<file path="config.mk">
export PLATFORM = sky130hd
export DESIGN_NAME = csr_exec
export DESIGN_NICKNAME = d
export VERILOG_FILES = /design/src/rtl/csr_exec.sv
export SDC_FILE = /design/constraint.sdc
export NUM_CORES = 1
export LEC_CHECK = 0
export CORE_UTILIZATION = 30
export DETAILED_ROUTE_END_ITERATION = 8
export PLACE_DENSITY = 0.7
export SETUP_SLACK_MARGIN = 0.15
export SYNTH_ARGS = -nofsm -noshare
export SYNTH_HDL_FRONTEND = slang
export SYNTH_SLANG_ARGS = --single-unit
</file>
<file path="constraint.sdc">
create_clock -name clock -period 2 [get_ports clock]
set_input_delay 0.6 -clock clock [delete_from_list [all_inputs] [get_ports clock]]
set_output_delay 0.6 -clock clock [all_outputs]
set_load 0.005 [all_outputs]
</file>
<file path="src/rtl/csr_exec.sv">
// rtl/csr_exec.sv - CSR read-modify-write execute stage; define CSR_COUNTERS_EN to build mcycle/minstret
module csr_exec #(
    parameter int WIDTH     = 32,
    parameter int CNT_WIDTH = 64
) (
    input  logic             clock,
    input  logic             reset,
    input  logic             in_valid,
    output logic             in_ready,
    input  logic [2:0]       funct3,
    input  logic [4:0]       rs1,
    input  logic [WIDTH-1:0] rs1_data,
    input  logic [11:0]      address,
    input  logic [WIDTH-1:0] csr_rdata,
    output logic             csr_we,
    output logic [WIDTH-1:0] csr_wdata,
    input  logic             retire,
    output logic             out_valid,
    input  logic             out_ready,
    output logic [WIDTH-1:0] rd_data,
    output logic             illegal
);

    logic             accept;
    logic [WIDTH-1:0] src;
    logic [WIDTH-1:0] old_val;
    logic [WIDTH-1:0] new_val;
    logic             wr_en;
    logic             op_bad;
    logic             read_only;
    logic             illegal_c;
    logic             is_cnt;

    assign in_ready  = !out_valid || out_ready;
    assign accept    = in_valid && in_ready;

    // funct3[2] selects the immediate forms, where the rs1 field is the zimm
    assign src       = funct3[2] ? {{(WIDTH-5){1'b0}}, rs1} : rs1_data;
    assign op_bad    = (funct3[1:0] == 2'b00);
    assign wr_en     = (funct3[1:0] == 2'b01) || (rs1 != 5'd0);
    assign read_only = (address[11:10] == 2'b11);
    assign illegal_c = op_bad || (wr_en && read_only);

    always_comb begin
        new_val = old_val;
        case (funct3[1:0])
            2'b01:   new_val = src;
            2'b10:   new_val = old_val | src;
            2'b11:   new_val = old_val & ~src;
            default: new_val = old_val;
        endcase
    end

    // Counter addresses are serviced internally and never reach the CSR file
    assign csr_we    = accept && !illegal_c && wr_en && !is_cnt && !reset;
    assign csr_wdata = new_val;

`ifdef CSR_COUNTERS_EN
    logic [CNT_WIDTH-1:0] mcycle;
    logic [CNT_WIDTH-1:0] minstret;
    logic [CNT_WIDTH-1:0] mcycle_nxt;
    logic [CNT_WIDTH-1:0] minstret_nxt;
    logic [CNT_WIDTH-1:0] cnt_sel;
    logic                 cnt_hi;
    logic                 cnt_ret;
    logic                 cnt_we;

    // B00/C00, B80/C80, B02/C02, B82/C82: bit 7 picks the half, bit 1 the counter
    assign is_cnt  = ((address[11:8] == 4'hB) || (address[11:8] == 4'hC))
                     && (address[6:2] == 5'd0) && !address[0];
    assign cnt_hi  = address[7];
    assign cnt_ret = address[1];
    assign cnt_we  = accept && !illegal_c && wr_en && is_cnt;

    assign cnt_sel = cnt_ret ? minstret : mcycle;
    assign old_val = is_cnt ? (cnt_hi ? cnt_sel[CNT_WIDTH-1:WIDTH] : cnt_sel[WIDTH-1:0])
                            : csr_rdata;

    // The written half takes new_val exactly; the other half keeps its increment
    always_comb begin
        mcycle_nxt   = mcycle + CNT_WIDTH'(1);
        minstret_nxt = minstret + CNT_WIDTH'(retire);
        if (cnt_we && !cnt_ret) begin
            if (cnt_hi) mcycle_nxt[CNT_WIDTH-1:WIDTH] = new_val;
            else        mcycle_nxt[WIDTH-1:0]         = new_val;
        end
        if (cnt_we && cnt_ret) begin
            if (cnt_hi) minstret_nxt[CNT_WIDTH-1:WIDTH] = new_val;
            else        minstret_nxt[WIDTH-1:0]         = new_val;
        end
    end

    always_ff @(posedge clock or posedge reset) begin
        if (reset) begin
            mcycle   <= '0;
            minstret <= '0;
        end else begin
            mcycle   <= mcycle_nxt;
            minstret <= minstret_nxt;
        end
    end
`else
    logic                 unused_sig;
    logic [CNT_WIDTH-1:0] unused_cnt_w;

    assign is_cnt       = 1'b0;
    assign old_val      = csr_rdata;
    assign unused_sig   = ^{retire, address[9:0]};
    assign unused_cnt_w = '0;
`endif

    always_ff @(posedge clock or posedge reset) begin
        if (reset) begin
            out_valid <= 1'b0;
            rd_data   <= '0;
            illegal   <= 1'b0;
        end else if (accept) begin
            out_valid <= 1'b1;
            rd_data   <= old_val;
            illegal   <= illegal_c;
        end else if (out_ready) begin
            out_valid <= 1'b0;
        end
    end

endmodule

</file>
==> key figures <==
Die
  – Die H: 92.4 um
  – Die area: 8540 sq um
  – IO Pins: 157
  – Core ar.: 7810 sq um
  – Die width: 92.4 um
  – Starting Density: 31.4%
  – Cell Rows: 32

Synth
  – Post-Synth XOR/XNOR Area: 1.12%
  – Yosys reg bits: 34
  – Sequential area share after synthesis: 34.7%
  – Yosys top cell by area: dfrtp_1
  – Mean area per synthesized cell: 10.2 sq um
  – Unique masters post-synth: 26
  – Multiplexer share of the synthesized area: 26.9%
  – Largest family of logic cells by synthesized area: multiplexers
  – Post-synth top area share: 34.7%
  – Async SR Flop Fraction: 100%
  – Synthesis warning total: 0
  – Number of synthesized flops with an enable pin: 0
  – Count leader, synth: nand2_1
  – Simple-gate portion of the synthesized area: 18.1%
  – Post-synth top cells: nand2_1, dfrtp_1, mux2_4, mux2i_1, o2bb2ai_1
  – Ys flop type: dfrtp_1
  – Top post-synthesis cells by area: dfrtp_1, mux2_4, mux2i_1, o2bb2ai_1, nand2_1
  – Syn Nets: 330
  – Compound-Gate Fraction of Synth Area: 13.0%
  – Post-synthesis adder-cell area fraction: 0%
  – Synth Instances: 241
  – Mapped Area: 2450 sq um

Status
  – Status: finished, violations left
  – Violated checks: negative setup slack

Critical path
  – CP max-delay cell: a21oi_1
  – Worst Path Max Fanout: 5
  – Crit end category: primary output
  – Critical Path AT: 1540 ps
  – CP Buf/Inv Count: 5
  – Kind of cell adding the most delay to the critical path: buffers and inverters
  – CP Cell Sequence: buf_8 -> buf_12 -> buf_12 -> buf_12 -> mux2i_1 -> a21oi_1 -> buf_2
  – Worst setup SP type: input port
  – Worst Setup Path Type: in2out
  – Worst reg-to-reg path cell count: 4
  – Biggest cell delay along the critical path: 170 ps
  – CP required: 1400 ps
  – Most Frequent Cell on Critical Path: buf_12
  – Crit. path cell count: 7

Run
  – MaxCap Viol Count: 0

CTS
  – TritonCTS Sinks: 34
  – Inserted Clock Buffers: 5
  – Hold Buf Count CTS: 0
  – CTS tree: done
  – Clock slew at reported path FFs: 70 ps
  – Clock H-tree levels: 2
  – Root Buffer: clkbuf_8
  – Worst-case clock buffer depth: 2
  – Worst-skew pair later-pin latency: 280 ps

STA
  – Achievable Freq: 468 MHz
  – Final setup margin: -139 ps
  – Final min period: 2140 ps
  – Final Max Tran Viols: 0
  – # setup viols final: 32
  – Fin Clk Skew: 3.37 ps
  – Period utilisation layout: 107%
  – Worst slew pin tran: 609 ps
  – Fin. Hold Viols: 0
  – Slew HR: 59.4%
  – RSZ-0062 raised after global routing: true

GRT
  – Largest net degree at the start of global routing: 34
  – GRT overflow: 0
  – Initial antenna violation count: 0
  – Total GRT Usage: 20.1%
  – First-pass GRT wire length: 13.5 mm
  – Vias in the first global route: 2679

Cells and area
  – Nets@finish: 530
  – Share of cells above drive strength 1: 50.9%
  – Synthesis-to-layout area growth: 107%
  – ANT cells: 0
  – Post-route cell area: 5090 sq um

Pwr
  – Pwr Density: 509 nW/um^2
  – Worst VDD drop: 0.000324 V
  – Lkg Pwr: 2.40 nW
  – Total power draw: 0.00259 W

Placement
  – Port buffer count: 145
  – Post-DP HPWL: 5.73 mm
  – RePlAce Congestion: 0.812
  – Placed inst area: 4200 sq um

Min path
  – Hold WC Path Type: in2async

Drt
  – Vias per cell: 4.92
  – Residual DRC: 0
  – Initial drt markers: 84
  – Via count: 2677
  – Routed WL per cell: 17.3 um
  – Final WL: 9.43 mm
  – Post-route ant nets: 0
  – DR pass1 iterations: 4
## cells by family after synthesis
group / count (synthesis)
AOI/OAI and AO/OA: 49
xor gates and xnor gates: 1
buffers and inverters: 20
DFF: 34
muxes: 51
and+or+nand+nor: 86
## path summary, 6_finish.rpt
path | endpoint | slack, ps | from
worst max-delay path | csr_wdata[15] | -140 | funct3[0]
worst min-delay path | rd_data[20] | 400 | reset
worst max register to register | rd_data[19] | 440 | out_valid
min in group clock | rd_data[24] | 510 | rd_data[24]
max in group asynchronous | rd_data[8] | 1330 | reset
worst min register to register | rd_data[24] | 510 | rd_data[24]
## per-layer routing
metal	track usage (%)	share of wire, %
met1	23.7	40
met2	36.4	52
met3	4.84	6.0
met4	4.95	2.3
met5	0	0
## worst min-delay path: cells and delay by family
family | cells | cell delay, ps
buf+inv | 3 | 450
## through the flow
| step | instances | TNS [ps] | worst slack, ps | utilization [%] | hold WS [ps] |
|---|---|---|---|---|---|
| global route | 544 | -3840 | -158 | 65.2 | 428 |
| detailed placement | 506 | -37320 | -985 | 53.8 | 491 |
| CTS | 534 | -2470 | -126 | 60.1 | 510 |
| floorplan | 241 | 0 | 144 | - | 501 |
| finish | 544 | -2770 | -139 | 65.2 | 403 |
| global placement | 506 | -35600 | -927 | 53.8 | 492 |
## where the power goes
| group | total, W | internal (W) | leakage, nW | switching, W |
|---|---|---|---|---|
| combinational | 0.00122 | 0.000774 | 1.96 | 0.000447 |
| clock | 0.000525 | 0.000278 | 0.0482 | 0.000247 |
| sequential | 0.000845 | 0.000788 | 0.397 | 0.0000576 |
| total | 0.00259 | 0.00184 | 2.40 | 0.000752 |
## cell type report
| cell class | instances | area [sq um] |
|---|---|---|
| multi-input combinational | 187 | 1910 |
| clock inverter | 1 | 5.00 |
| tap | 102 | 128 |
| inverter | 2 | 8.76 |
| fill | 615 | 2720 |
| sequential | 34 | 851 |
| clock buffer | 7 | 86.3 |
| timing repair buffer | 211 | 2100 |
## sequential cells by signal, summed over array words and instances, names as in the netlist
register and flops:
rd_data 32, illegal 1, out_valid 1
## layout by cell type, fill, tap and decap left out, types with 3 or more instances in the layout
cell type	n
nand2_1	15
nor2b_4	14
dlygate4sd2_1	34
buf_12	9
mux2_4	29
nand2_2	20
dlymetal6s2s_1	5
mux2i_4	3
nand3_1	4
o21ai_1	13
buf_16	7
o2bb2ai_2	13
mux2i_1	15
buf_2	32
buf_6	9
nand2b_1	13
clkbuf_8	6
a21oi_1	15
mux2_2	3
buf_8	6
nand3_2	11
o2bb2ai_4	4
dfrtp_1	34
clkdlybuf4s50_1	62
nand2_4	4
buf_4	42
## repair_timing
item | 4_1_cts | 5_1_grt
endpoints found under the setup margin | 67 | 34
cloned | 7 | 3
pin swaps | 52 | 19
gates resized for setup | 289 | 64
setup buffers | 13 | 7
Power figures use the tool's default switching activity.
